File: src/rtl/tone_pkg.sv
// Shared definitions for the tone path: preset width, rest code and FSM states.
// The note encoder uses TO_REST as its silence value.
package tone_pkg;

    localparam int TO_W = 11;
    localparam logic [TO_W-1:0] TO_REST = 11'h7FF;

    typedef enum logic [1:0] {
        IDLE = 2'd0,
        REST = 2'd1,
        RUN  = 2'd2
    } tone_state_e;

endpackage

File: src/rtl/tone_prescaler.sv
// Tone tick prescaler: one-cycle tick every CLK_DIV clocks while EN is high.
// EN low parks the count at zero so a re-enable always starts a full tick interval.
module tone_prescaler #(
    parameter int CLK_DIV = 12
) (
    input  logic CLK,
    input  logic RST_N,
    input  logic EN,
    output logic tick
);

    // CLK_DIV=1 still needs a one-bit counter; it simply never leaves zero.
    localparam int PW = (CLK_DIV > 1) ? $clog2(CLK_DIV) : 1;
    localparam logic [PW-1:0] LAST = PW'(CLK_DIV - 1);

    logic [PW-1:0] pcnt;

    assign tick = EN && (pcnt == LAST);

    always_ff @(posedge CLK or negedge RST_N) begin
        if (!RST_N) begin
            pcnt <= '0;
        end else if (!EN || tick) begin
            pcnt <= '0;
        end else begin
            pcnt <= pcnt + PW'(1);
        end
    end

endmodule

File: src/rtl/tone_gen.sv
// Square-wave tone generator: reloadable up-counter sets each half-period and SPKS
// toggles at every boundary. TO is sampled only at boundaries, so pitch changes are glitch-free.
module tone_gen #(
    parameter int CLK_DIV = 12,
    parameter int TO_W    = tone_pkg::TO_W
) (
    input  logic            CLK,
    input  logic            RST_N,
    input  logic            EN,
    input  logic [TO_W-1:0] TO,
    output logic            SPKS,
    output logic            RELOAD_STB,
    output logic [TO_W-1:0] TO_LAT,
    output logic            RESTING
);

    import tone_pkg::*;

    localparam logic [TO_W-1:0] REST_CODE = TO_W'(TO_REST);

    tone_state_e     state;
    logic [TO_W-1:0] cnt;
    logic            tick;

    tone_prescaler #(
        .CLK_DIV(CLK_DIV)
    ) u_pre (
        .CLK  (CLK),
        .RST_N(RST_N),
        .EN   (EN),
        .tick (tick)
    );

    always_ff @(posedge CLK or negedge RST_N) begin
        if (!RST_N) begin
            state      <= IDLE;
            cnt        <= REST_CODE;
            TO_LAT     <= REST_CODE;
            SPKS       <= 1'b0;
            RELOAD_STB <= 1'b0;
            RESTING    <= 1'b1;
        end else begin
            RELOAD_STB <= 1'b0;
            if (!EN) begin
                state   <= IDLE;
                cnt     <= REST_CODE;
                TO_LAT  <= REST_CODE;
                SPKS    <= 1'b0;
                RESTING <= 1'b1;
            end else begin
                unique case (state)
                    IDLE: begin
                        state <= REST;
                    end
                    REST: begin
                        // Leaving rest is a load, not a boundary: no strobe, SPKS stays low.
                        if (tick && TO != REST_CODE) begin
                            TO_LAT  <= TO;
                            cnt     <= TO;
                            state   <= RUN;
                            RESTING <= 1'b0;
                        end
                    end
                    RUN: begin
                        if (tick) begin
                            if (cnt != REST_CODE) begin
                                cnt <= cnt + TO_W'(1);
                            end else begin
                                // Half-period boundary: the only point where TO is observed.
                                RELOAD_STB <= 1'b1;
                                TO_LAT     <= TO;
                                if (TO != REST_CODE) begin
                                    cnt  <= TO;
                                    SPKS <= ~SPKS;
                                end else begin
                                    SPKS    <= 1'b0;
                                    state   <= REST;
                                    RESTING <= 1'b1;
                                end
                            end
                        end
                    end
                    default: begin
                        state   <= IDLE;
                        RESTING <= 1'b1;
                    end
                endcase
            end
        end
    end

endmodule

File: config.mk
export PLATFORM = sky130hd
export DESIGN_NAME = tone_gen
export DESIGN_NICKNAME = d
export VERILOG_FILES = /design/src/rtl/tone_pkg.sv /design/src/rtl/tone_prescaler.sv /design/src/rtl/tone_gen.sv
export SDC_FILE = /design/constraint.sdc
export NUM_CORES = 1
export LEC_CHECK = 0
export BUFFER_PORTS_ARGS = -buffer_cell sky130_fd_sc_hd__buf_2
export CAP_MARGIN = 20
export CORE_ASPECT_RATIO = 2
export CORE_MARGIN = 3
export CORE_UTILIZATION = 40
export DETAILED_ROUTE_END_ITERATION = 16
export PLACE_DENSITY = 0.7
export SLEW_MARGIN = 20
export SYNTH_ARGS = -nofsm -noshare
export SYNTH_HDL_FRONTEND = slang
export SYNTH_HIERARCHICAL = 1
export SYNTH_SLANG_ARGS = --single-unit
File: constraint.sdc
create_clock -name CLK -period 2.4 [get_ports CLK]
set_input_delay 0.24 -clock CLK [delete_from_list [all_inputs] [get_ports CLK]]
set_output_delay 0.24 -clock CLK [all_outputs]
set_load 0.02 [all_outputs]
Word level (Yosys, flattened, before mapping):

Cells that the tools add are included.
W data, S select, Z words.

* flip-flop bits (word level): 31
* logic and storage cells: 67

* add/subtract/negate cells: 2
* equality and inequality tests: 15
* mux-type cells: 32
* bitwise gates (word level): 1
* reductions and logical operators: 10

Operators by type and width (count)
* $mux W11: 8
* $pmux W11 S2: 2
* $ne A11 B11 Y1 const B: 2
* $mux W1: 14
* $ne A3 B3 Y1 const B: 4
* $reduce_and A4 Y1: 3
* $add A11 B1 Y11 const B: 1
* $mux W2: 5
* $pmux W2 S3: 1
* $reduce_and A5 Y1: 1
* $add A4 B1 Y4 const B: 1
* $eq A4 B4 Y1 const B: 1
* $mux W4: 1
* $ne A2 B1 Y1 const B: 2
* $ne A2 B2 Y1 const B: 2
* $ne A4 B4 Y1 const B: 1
* $ne A3 B1 Y1 const B: 1
* $pmux W1 S3: 1
* $reduce_and A3 Y1: 1
* $eq A2 B1 Y1 const B: 1
* $eq A2 B2 Y1 const B: 1
* $logic_and A1 B1 Y1: 2
* $logic_not A2 Y1: 1
* $logic_not A1 Y1: 1
* other kinds (2): 2

Longest topological paths before layout:

Gate-level depths: netlist of run 1.

* depth after elaboration: 6
* depth in mapped cells: 8
* gate-level depth less buffers: 7

Modules after synthesis:

The synthesis of run 1 kept the hierarchy.

By module, submodules not included
* tone_gen: instances 1, cells an instance 169, area each 1602.8 um^2, sequential area each 704.4 um^2
* tone_prescaler: instances 1, cells an instance 17, area each 192.7 um^2, sequential area each 100.1 um^2

Least setup slack after synthesis of run 1:

Ideal clock, no wire load.

* kind: flip-flop to flip-flop
* start point: reg cnt[0]
* end point: reg TO_LAT[1]
* arrival time: 1.693 ns
* required time: 2.310 ns
* setup slack: 0.616 ns
* stages on the path, launching flop included: 9
* path buffers: 2
* cell sequence: dfstp_2 > ha_1 > and3_1 > buf_6 > nand4_1 > a21bo_2 > buf_6 > mux2i_1 > nand2_1

* longest elaborated chain between the ends: 3

RTL lines
* start, declared: line tone_gen.sv:22 `logic [TO_W-1:0] cnt;`
* start signal, assigned: line tone_gen.sv:67 `cnt <= cnt + TO_W'(1);`
* $ne A11 B11 Y1: line tone_gen.sv:66 `if (cnt != REST_CODE) begin`
* $ne A3 B3 Y1 (no line)
* $reduce_and A4 Y1 (no line)
* end signal, assigned: line tone_gen.sv:47 `TO_LAT <= REST_CODE;`
* end signal, assigned: line tone_gen.sv:58 `TO_LAT <= TO;`
* end signal, assigned: line tone_gen.sv:71 `TO_LAT <= TO;`
* end, declared: line tone_gen.sv:13 `output logic [TO_W-1:0] TO_LAT,`

Every way passes these cells.
A chain may end at the register's enable or synchronous reset.

Worst setup path in the final report of run 1:

* start point: reg cnt[0]
* end point: reg cnt[3]

* longest elaborated chain between the ends: 5

RTL lines
* $add A11 B1 Y11 / $ne A11 B11 Y1 (equally long branches): line tone_gen.sv:67, tone_gen.sv:66
* $mux W11: line tone_gen.sv:66
* $mux W11: line tone_gen.sv:65 `if (tick) begin`
* $pmux W11 S2: line tone_gen.sv:51 `unique case (state)`
* $mux W11: line tone_gen.sv:44 `if (!EN) begin`

Several ways; a longest one is shown, not always the timed one. The select of a mux whose other input is x is not followed.

==> key figures, run 1 <==
Global routing
  • First-pass GRT wire length: 6913 um
  • Total track usage: between 10% and 20%
  • Gr ovfl total: 0
  • Via count of the first global-routing pass: 1500
  • Largest net degree at the start of global routing: 33
  • Initial antenna violation count: 0

Critical path
  • Critical Path RT: around 2.6 ns
  • Setup CP Type: reg2reg
  • Critical Path Start: cnt[0]
  • R2R cell count: 6
  • FF-to-FF End: cnt[3]
  • Worst Setup EP: cnt[3]
  • Crit path max fanout: 17
  • Worst r2r src: cnt[0]
  • CP Launch Type: flop
  • Worst EP arrival: about 2.2 ns
  • R2R setup slack: ~0.37 ns
  • CP endpoint kind: flop

Synthesis
  • Share of flip-flops with an asynchronous set or reset: 100.0%
  • Post-synth EDFFs: 0
  • Synth Register Bits: 31
  • Syn_area_per_cell: ~9.7 um2
  • Post-Synth XOR/XNOR Area: less than 1%
  • Sequential share of the synthesized area: between 40 and 50%
  • Cells after synthesis: 186
  • Post-synthesis mux area share: 5.575%
  • Top_reg_cell synth: dfstp_2
  • Post-Synth Adder-Cell Area: 1.394%
  • Synth warnings: 6
  • Distinct cells, synth: 48
  • Compound-Gate Fraction of Synth Area: about a fifth
  • Largest family of logic cells by synthesized area: simple AND/OR/NAND/NOR gates
  • Syn nets: slightly above 200
  • Synth Area in Simple Gates: approximately 23%
  • Mapped cell area: ~1800 um2

Power and ir drop
  • Leakage Power: approximately 0.90 nW
  • Tot Pwr: about 1.1 mW
  • Pwr/cell area: 520.0 nW/um2
  • Max VDD drop: 397.3 uV

Final layout
  • Ant diodes: 0
  • Final Net Count: roughly 230
  • Post-Layout Cell Count: 264
  • P&R area growth vs syn: 13.52%
  • Fraction of layout cells with a size suffix above 1: a little over a third

STA
  • FMAX: about 0.49 GHz
  • Final hold violation count: 8
  • Final min period: approximately 2 ns
  • Relative slew slack: around 55%
  • Unrepaired setup endpoints after global routing: no
  • WHS: -0.01189 ns
  • Slew @ Worst Pin: approximately 0.68 ns
  • Crit share post-route: between 80% and 90%
  • Final setup vio count: 0
  • Clock Skew: ~0.005 ns
  • Slew Viols, Final: 0
  • Setup TNS: 0 ns

Floorplan
  • Number of core rows: 33
  • DIE WIDTH: about 53 um
  • # IOs: 28
  • Die Y: 100.8 um
  • Total die area: approximately 5400 um2
  • Initial Util: between 40% and 50%
  • Core Region: approximately 4200 um2

Clock network
  • Post-CTS Resized: 0
  • CTS tree: done
  • CTS HTree Levels: 2
  • Clock transition at the registers of the reported paths: about 0.070 ns
  • CTS buffer count: 5
  • Worst-skew pair later-pin latency: slightly below 0.3 ns
  • CTS Hold Buffers Added: 0
  • Post-CTS setup buffers: 0
  • Clk root buf: clkbuf_8
  • Number of clock sinks: 31
  • Clock buffer depth: 2

Route
  • Drt wl/cell: approximately 16 um
  • Vias/cell: approximately 5.7
  • Via count: around 1500
  • Routed Antenna Nets: 0
  • DR pass1 iterations: 7
  • Wirelength, routed: between 4000 and 5000 um
  • DRC: 0
  • DRC marker count from the first detailed-route iteration: 34

Min path
  • Hold Path Class: in2async

Placement
  • Detailed placement HPWL: about 3200 um
  • Post-Place Cells: between 200 and 300
  • RePlAce Congestion: around 0.86
  • Port bufs: 27

Outcome
  • Status: complete, but fails checks
  • Failing checks: hold timing

Flow run
  • Max cap viols: 0
==> critical path: stages (launching register included) <==
cell and delay (ns):
dfstp_2 0.56, ha_1 0.23, and3_1 0.33, a31oi_4 0.24, or2_2 0.34, a21oi_1 0.16, o21ai_1 0.09
==> metal layers <==
layer | vias up | wire, um | track usage [%]
met5 | - | 0 | 0
met4 | 0 | 282 | 14.17
met3 | 21 | 126 | 4.148
met2 | 35 | 2340 | 30.37
met1 | 716 | 1581 | 17.88
li1 | 724 | - | -
==> through the flow <==
stage / area, um2 / setup WS [ns] / hold slack, ns / util [%]
2_1_floorplan: 1795 / 0.6164 / -0.05559 / -
3_3_place_gp: 1934 / 0.4505 / 0.3200 / 45.93
3_5_place_dp: 1934 / 0.3972 / 0.3213 / 45.93
4_1_cts: 2038 / 0.3770 / 0.008738 / 48.40
5_1_grt: 2038 / 0.1988 / 0.02400 / 48.40
6_report: 2038 / 0.3680 / -0.01189 / 48.40
==> kinds of logic after synthesis <==
logic type,after synthesis
multiplexers,10
XOR/XNOR,1
flip-flops,31
buffers and inverters,15
AO/OA/AOI/OAI,54
AND/OR/NAND/NOR,73
adder cells (fa/ha/maj),2
==> final cells by class <==
class	instances	area [um2]
fillers	439	2173
multi-input cells	140	899.6
flip-flops and latches	31	804.5
repair buffers	29	150.1
clock buffers	7	96.34
well taps	52	65.06
inverters	4	15.01
clock inverters	1	7.507
==> layout by cell type, fill, tap and decap left out, types with 3 or more instances in the layout <==
cell type / Yosys / final
a21oi_1: 12 / 12
and3_1: 3 / 3
buf_2: 1 / 27
clkbuf_8: 0 / 7
dfrtp_1: 8 / 8
dfstp_2: 23 / 23
inv_1: 4 / 4
mux2i_1: 10 / 10
nand2_1: 20 / 20
nand3_1: 9 / 9
nand4_1: 6 / 6
nor2_1: 10 / 10
nor2b_1: 6 / 6
o211ai_1: 4 / 4
o21a_1: 3 / 3
o21ai_0: 6 / 6
o21ai_1: 14 / 14
==> Yosys cell counts (2+ instances only) <==
library cell / n / share of area (%)
and3_1: 3 / 1.0
nand4_1: 6 / 2.1
ha_1: 2 / 1.4
mux2i_1: 10 / 5.6
or2_2: 2 / 0.70
and3_2: 2 / 0.84
o22a_1: 2 / 0.98
o211ai_1: 4 / 1.7
nor2b_1: 6 / 2.1
nand2_1: 20 / 4.2
a21oi_1: 12 / 3.3
dfstp_2: 23 / 34
and3b_1: 2 / 0.98
buf_4: 3 / 1.3
o21ai_1: 14 / 3.9
dfrtp_1: 8 / 11
a32oi_1: 2 / 0.98
nand3_1: 9 / 2.5
inv_1: 4 / 0.84
nor2_1: 10 / 2.1
clkbuf_1: 3 / 0.63
o21a_1: 3 / 1.3
and2b_1: 2 / 0.84
nor3_2: 2 / 1.1
o21ai_0: 6 / 1.7
buf_6: 3 / 1.9
a21bo_2: 2 / 1.1
==> power breakdown <==
part / switching, mW / internal [mW]
combinational: 0.0413 / 0.0236
clock: 0.200 / 0.260
sequential: 0.00459 / 0.530
==> state kept, by name, indices dropped and copies added, names as in the netlist <==
signal      count
RELOAD_STB      1
RESTING         1
SPKS            1
TO_LAT         11
cnt            11
state           2
u_pre/pcnt      4
==> how the worst min path moves through the flow <==
stage	startpoint	endpoint	slack (ns)	cells after the start
finish	RST_N	u_pre/pcnt[2]	-0.01	1
detailed placement	RST_N	u_pre/pcnt[3]	0.32	1
floorplan	RST_N	RELOAD_STB	-0.06	0
global route	RST_N	u_pre/pcnt[2]	0.02	1
global placement	RST_N	u_pre/pcnt[3]	0.32	1
CTS	RST_N	u_pre/pcnt[3]	0.009	1
Note: power is estimated with default switching activity, not from simulation.
==> inputs of run 2 (changes only) <==
--- a/config.mk
+++ b/config.mk
@@ -11,7 +11,7 @@
 export CORE_MARGIN = 3
 export CORE_UTILIZATION = 40
 export DETAILED_ROUTE_END_ITERATION = 16
-export PLACE_DENSITY = 0.7
+export PLACE_DENSITY = 0.72
 export SLEW_MARGIN = 20
 export SYNTH_ARGS = -nofsm -noshare
 export SYNTH_HDL_FRONTEND = slang
==> constraint.sdc (replaced) <==
create_clock -name CLK -period 1.8 [get_ports CLK]
set_input_delay 0.18 -clock CLK [delete_from_list [all_inputs] [get_ports CLK]]
set_output_delay 0.18 -clock CLK [all_outputs]
set_load 0.02 [all_outputs]
==> key figures, run 2 (synthesis results as in run 1) <==
Global routing
  • Total track usage: a little under a fifth
  • Via count of the first global-routing pass: around 1600
  • Largest net degree at the start of global routing: 33
  • Gr ovfl total: 0
  • First-pass GRT wire length: between 7000 and 8000 um
  • Initial antenna violation count: 0

Final layout
  • Most frequent cells in the layout: buf_2, dfstp_2, nand2_1, buf_4, o21ai_1
  • Final Net Count: around 250
  • Most common cell after layout, fill and taps aside: buf_2
  • Final Cell Area: around 2200 um2
  • P&R area growth vs syn: 25.16%
  • Ant diodes: 0
  • Biggest regs: TO_LAT: 11 flops, cnt: 11 flops, u_pre/pcnt: 4 flops
  • Fraction of layout cells with a size suffix above 1: about two fifths
  • Fillers: 405

STA
  • Slew Viols, Final: 0
  • Relative slew slack: 54.18%
  • Final setup vio count: 0
  • Crit share post-route: 99.47%
  • Clock Skew: roughly 0.004 ns
  • FMAX: about 0.56 GHz
  • Final worst slack: 0.009465 ns
  • Unrepaired setup endpoints after global routing: yes
  • Final min period: about 1.8 ns
  • Slew @ Worst Pin: around 0.69 ns
  • Final hold violation count: 0

Critical path
  • CP endpoint kind: flop
  • Worst EP arrival: 2.00 ns
  • CP Launch Type: flop
  • Critical Path RT: about 2 ns
  • Crit path max fanout: 6
  • Setup CP Type: reg2reg
  • Worst r2r src: cnt[0]
  • Critical Path Start: cnt[0]

Power and ir drop
  • Pwr/cell area: about 650 nW/um2
  • Leakage Power: ~1 nW
  • Max VDD drop: ~520 uV

Floorplan
  • DIE WIDTH: 53.38 um
  • Core Region: approximately 4200 um2
  • Initial Util: between 40% and 50%
  • Number of core rows: 33
  • # IOs: 28
  • Total die area: ~5400 um2
  • Die Y: 100.8 um

Clock network
  • CTS tree: done
  • Number of clock sinks: 31
  • Worst-skew pair later-pin latency: roughly 0.28 ns
  • CTS buffer count: 5
  • CTS HTree Levels: 2
  • Clock buffer depth: 2
  • Clk root buf: clkbuf_8
  • Clock transition at the registers of the reported paths: 0.06 ns

Placement
  • Detailed placement HPWL: 3436 um
  • RePlAce Congestion: 0.8795
  • Post-Place Worst Slack: -0.07217 ns
  • Post-DP Area: just over 2000 um2
  • Port bufs: 27

Route
  • Wirelength, routed: about 4800 um
  • DR pass1 iterations: 4
  • DRC: 0
  • Vias/cell: between 5 and 6
  • Drt wl/cell: roughly 17 um
  • Via count: 1605
  • Routed Antenna Nets: 0
  • DRC marker count from the first detailed-route iteration: 41

Outcome
  • Status: complete, no violations

Min path
  • Worst Min Path Start: TO[9]
  • Hold Path Class: in2reg

Flow run
  • Max cap viols: 0
## run 2: cell count changes in the layout (fill, tap and decap cells not counted), moves of 2 or more
| cell | change |
|---|---|
| ha_1 | -2 |
| clkbuf_1 | +2 |
| clkbuf_8 | -2 |
| buf_4 | +17 |
| and3_4 | +2 |
## run 2: path summary, 6_finish.rpt
| check | to | slack [ns] | cells after the start |
|---|---|---|---|
| setup / recovery | cnt[6] | 0.009 | 7 |
| hold / removal | TO_LAT[9] | 0.17 | 3 |
| setup reg to reg | cnt[6] | 0.009 | 7 |
| hold reg to reg | TO_LAT[6] | 0.50 | 2 |
| max in group asynchronous | RELOAD_STB | 0.86 | 2 |
| min in group asynchronous | u_pre/pcnt[0] | 0.49 | 2 |
## run 2: where the power goes
group	total (mW)	switching (mW)	internal [mW]
registers	0.713	0.00659	0.706
logic	0.0964	0.0582	0.0382
clock network	0.661	0.247	0.414
total	1.47	0.312	1.16
## run 2: metrics by stage
stage	util (%)	total power [mW]	setup TNS (ns)	hold WS [ns]	instances
6_report	53.36	1.470	0	0.1744	283
3_3_place_gp	48.78	0.8130	-0.001218	0.2516	272
4_1_cts	51.90	1.479	0	0.1726	281
3_5_place_dp	48.78	0.8130	-0.4037	0.2511	272
5_1_grt	53.36	1.523	-0.8070	0.1893	283
2_1_floorplan	-	0.7598	0	-0.1156	186
## run 2: final cells by class
type                            count  area, um2  area share (%)
Tap cell                           52      65.06           2.895
Inverter                            4      15.01          0.6682
Multi-Input combinational cell    140      963.4           42.87
Clock inverter                      1      30.03           1.336
Timing Repair Buffer               48      292.8           13.03
Clock buffer                        7      76.32           3.396
Sequential cell                    31      804.5           35.80
## run 2: per-layer routing
metal	share of wire (%)	GRT usage, %	vias up	wire length, um
met5	0	0	-	0
met4	4.9	9.449	0	233
met3	3.2	2.963	22	152
met2	56	34.53	48	2670
met1	36	20.02	769	1730
li1	-	-	766	-
## run 2: what timing repair did
item | 4_1_cts | 5_1_grt
pin swaps | 1 | 4
hold buffers | 1 | 0
hold endpoints to repair | 8 | 0
endpoints found under the setup margin | 22 | 21
buffers inserted | 0 | 1
cloned | 0 | 1
gates resized for setup | 5 | 11
## run 2: critical path: stages, from the launching register on
cell,delay (ns)
dfstp_2,0.56
ha_4,0.16
nand3_2,0.12
nor3_4,0.30
a211oi_2,0.14
buf_4,0.19
o221a_2,0.12
o21ai_1,0.12
==> inputs of run 3 (changes only) <==
--- a/config.mk
+++ b/config.mk
@@ -5,13 +5,14 @@
 export SDC_FILE = /design/constraint.sdc
 export NUM_CORES = 1
 export LEC_CHECK = 0
+export ABC_AREA = 1
 export BUFFER_PORTS_ARGS = -buffer_cell sky130_fd_sc_hd__buf_2
 export CAP_MARGIN = 20
 export CORE_ASPECT_RATIO = 2
 export CORE_MARGIN = 3
 export CORE_UTILIZATION = 40
 export DETAILED_ROUTE_END_ITERATION = 16
-export PLACE_DENSITY = 0.72
+export PLACE_DENSITY = 0.71
 export SLEW_MARGIN = 20
 export SYNTH_ARGS = -nofsm -noshare
 export SYNTH_HDL_FRONTEND = slang
==> key figures, run 3 <==
Synthesis
  • Top cell type by total area after synthesis: dfstp_2
  • Compound-Gate Fraction of Synth Area: 1.958%
  • Syn_area_per_cell: around 7 um2
  • Count leader, synth: nand2_1
  • Post-Synth XOR/XNOR Area: ~1.3%
  • Synth warnings: 6
  • Post-Synth Adder-Cell Area: under 10%
  • Sequential share of the synthesized area: approximately two fifths
  • Top post-synthesis cells by count: nand2_1, nand3_1, dfstp_2, inv_1, nor2_1
  • Largest family of logic cells by synthesized area: simple AND/OR/NAND/NOR gates
  • Mapped cell area: between 1500 and 2000 um2
  • Synth Register Bits: 31
  • Top_reg_cell synth: dfstp_2
  • Share of flip-flops with an asynchronous set or reset: 100.0%
  • Post-synthesis mux area share: 0%
  • Share of the synthesized area in the top cell type: 30.51%
  • Cells after synthesis: 277
  • Post-synth EDFFs: 0
  • Syn nets: between 200 and 300
  • Synth Area in Simple Gates: 47.57%
  • Distinct cells, synth: 27
  • Synth area leaders: dfstp_2, nand2_1, dfrtp_1

Clock network
  • Clock buffer depth: 2
  • Worst-skew pair later-pin latency: 0.28 ns
  • Clock transition at the registers of the reported paths: 0.07 ns
  • CTS buffer count: 5
  • CTS tree: done
  • CTS HTree Levels: 2
  • Number of clock sinks: 31
  • Clk root buf: clkbuf_8

Critical path
  • CP endpoint kind: flop
  • Critical path's top delay family: simple AND/OR/NAND/NOR gates
  • CP Launch Type: flop
  • CP bufs+invs: 0
  • Worst r2r src: cnt[1]
  • Cell mode on critical path: nand2_4
  • FF-to-FF End: TO_LAT[6]
  • Worst Setup EP: TO_LAT[6]
  • R2R cell count: 10
  • Critical Path Start: cnt[1]
  • Cell Chain, Critical Path: ha_4, nand2_4, nor2_4, nand2_4, nor3_4, nand2_2, nand2_4, nand2_4, nand2_2, nand2_1
  • Max stage delay on crit path: 0.57 ns
  • Critical path's slowest cell: dfstp_2
  • Setup CP Type: reg2reg
  • Critical path depth in cells: 10
  • Critical Path RT: between 2 and 2.5 ns
  • Crit path max fanout: 7
  • R2R setup slack: -0.03 ns
  • Worst EP arrival: approximately 2 ns

STA
  • Clock Skew: roughly 0.0037 ns
  • Final min period: 1.833 ns
  • Unrepaired setup endpoints after global routing: yes
  • Final setup vio count: 11
  • Crit share post-route: 101.8%
  • Final hold violation count: 0
  • Relative slew slack: between 50% and 60%
  • FMAX: about 0.55 GHz
  • Final worst slack: -0.03295 ns
  • Slew Viols, Final: 0
  • Slew @ Worst Pin: 0.6921 ns

Floorplan
  • Initial Util: between 40% and 50%
  • Die Y: 105.5 um
  • DIE WIDTH: 55.76 um
  • Total die area: ~5900 um2
  • Core Region: 4686 um2
  • Number of core rows: 35
  • # IOs: 28

Placement
  • RePlAce Congestion: approximately 0.94
  • Post-Place Worst Slack: -0.05548 ns
  • Detailed placement HPWL: 3727 um
  • Post-Place Cells: 358
  • Post-DP Area: roughly 2200 um2
  • Port bufs: 27

Outcome
  • Status: complete, but fails checks
  • Failing checks: setup timing

Final layout
  • Most common cell after layout, fill and taps aside: nand2_1
  • Biggest regs: TO_LAT: 11 flops, cnt: 11 flops, u_pre/pcnt: 4 flops
  • Post-Layout Cell Count: ~380
  • Final Net Count: between 300 and 400
  • Most frequent cells in the layout: nand2_1, nand3_1, buf_2, dfstp_2, inv_1
  • Ant diodes: 0
  • P&R area growth vs syn: 24.01%
  • Footprint of the multi-input gates: 1124 um2
  • Fraction of layout cells with a size suffix above 1: 36.25%
  • Final Cell Area: ~2500 um2
  • Register area: between 800 and 900 um2
  • Fillers: roughly 440

Power and ir drop
  • Pwr/cell area: 1791 nW/um2
  • Leakage Power: 1.262 nW
  • Tot Pwr: 4.398 mW
  • Max VDD drop: between 1000 and 1500 uV

Route
  • DRC: 0
  • DRC marker count from the first detailed-route iteration: 67
  • Routed Antenna Nets: 0
  • DR pass1 iterations: 6
  • Via count: around 1900
  • Drt wl/cell: around 14 um
  • Vias/cell: between 5 and 6
  • Wirelength, routed: around 5000 um

Global routing
  • Gr ovfl total: 0
  • Total track usage: between 10% and 20%
  • Largest net degree at the start of global routing: 32
  • First-pass GRT wire length: between 8000 and 9000 um
  • Initial antenna violation count: 0
  • Via count of the first global-routing pass: ~1800

Flow run
  • Max cap viols: 0

Min path
  • Hold Path Class: in2reg
## run 3: cell types whose count changed after synthesis, sizes merged, moves of 3 or more
cell / delta
nand3: +26
a21oi: -10
nand2: +109
o211ai: -4
or2: +9
inv: +16
mux2i: -10
o21ai: -15
nor2b: -8
nor2: +10
and3: -5
o21a: -3
## run 3: cell type report
cell class	instances	share of cell area, %
Multi-Input combinational cell	218	45.75
Sequential cell	31	32.76
Timing Repair Buffer	43	10.65
Clock buffer	6	3.362
Inverter	20	3.260
Tap cell	55	2.802
Clock inverter	2	1.426
## run 3: worst register-to-register path, delay by kind of cell, from the launching register on
family	cells	cell delay, ns
AND/OR/NAND/NOR	9	1.05
flip-flops	1	0.57
adder cells (fa/ha/maj)	1	0.16
## run 3: power by group
group | switching (mW) | internal, mW
Sequential | 0.273 | 1.20
Clock | 0.266 | 0.448
Combinational | 1.39 | 0.827
Total | 1.93 | 2.47
## run 3: kinds of logic after synthesis
logic type / count (synthesis)
xor gates and xnor gates: 3
AOI/OAI and AO/OA: 7
and+or+nand+nor: 204
DFF: 31
adders and majority gates: 2
buffers and inverters: 30
## run 3: worst min-delay path by stage
stage / start / endpoint / cells past startpoint
6_report: EN / u_pre/pcnt[2] / 3
5_1_grt: EN / u_pre/pcnt[2] / 3
4_1_cts: EN / u_pre/pcnt[2] / 3
3_5_place_dp: RST_N / RELOAD_STB / 1
3_3_place_gp: RST_N / u_pre/pcnt[2] / 1
2_1_floorplan: RST_N / RELOAD_STB / 0
## run 3: metrics by stage
| stage | utilization [%] | setup TNS, ns | hold WS, ns |
|---|---|---|---|
| finish | 52.42 | -0.2198 | 0.2226 |
| global route | 52.42 | -1.134 | 0.2460 |
| global placement | 46.60 | -0.2174 | 0.2562 |
| floorplan | - | 0 | -0.1156 |
| CTS | 49.51 | 0 | 0.2213 |
| detailed placement | 46.60 | -0.4761 | 0.2603 |
## run 3: what timing repair did
action,in CTS,in global routing
resized for setup,3,18
endpoints found under the hold margin,8,0
gates cloned,0,3
pin swaps,0,9
buffers inserted,0,5
endpoints found under the setup margin,22,24
hold buffers,1,0
## run 3: per-layer routing
metal | wire [um] | track usage, %
met2 | 2794 | 31.95
met4 | 201 | 7.478
met1 | 1910 | 18.79
met5 | 0 | 0
met3 | 187 | 2.819
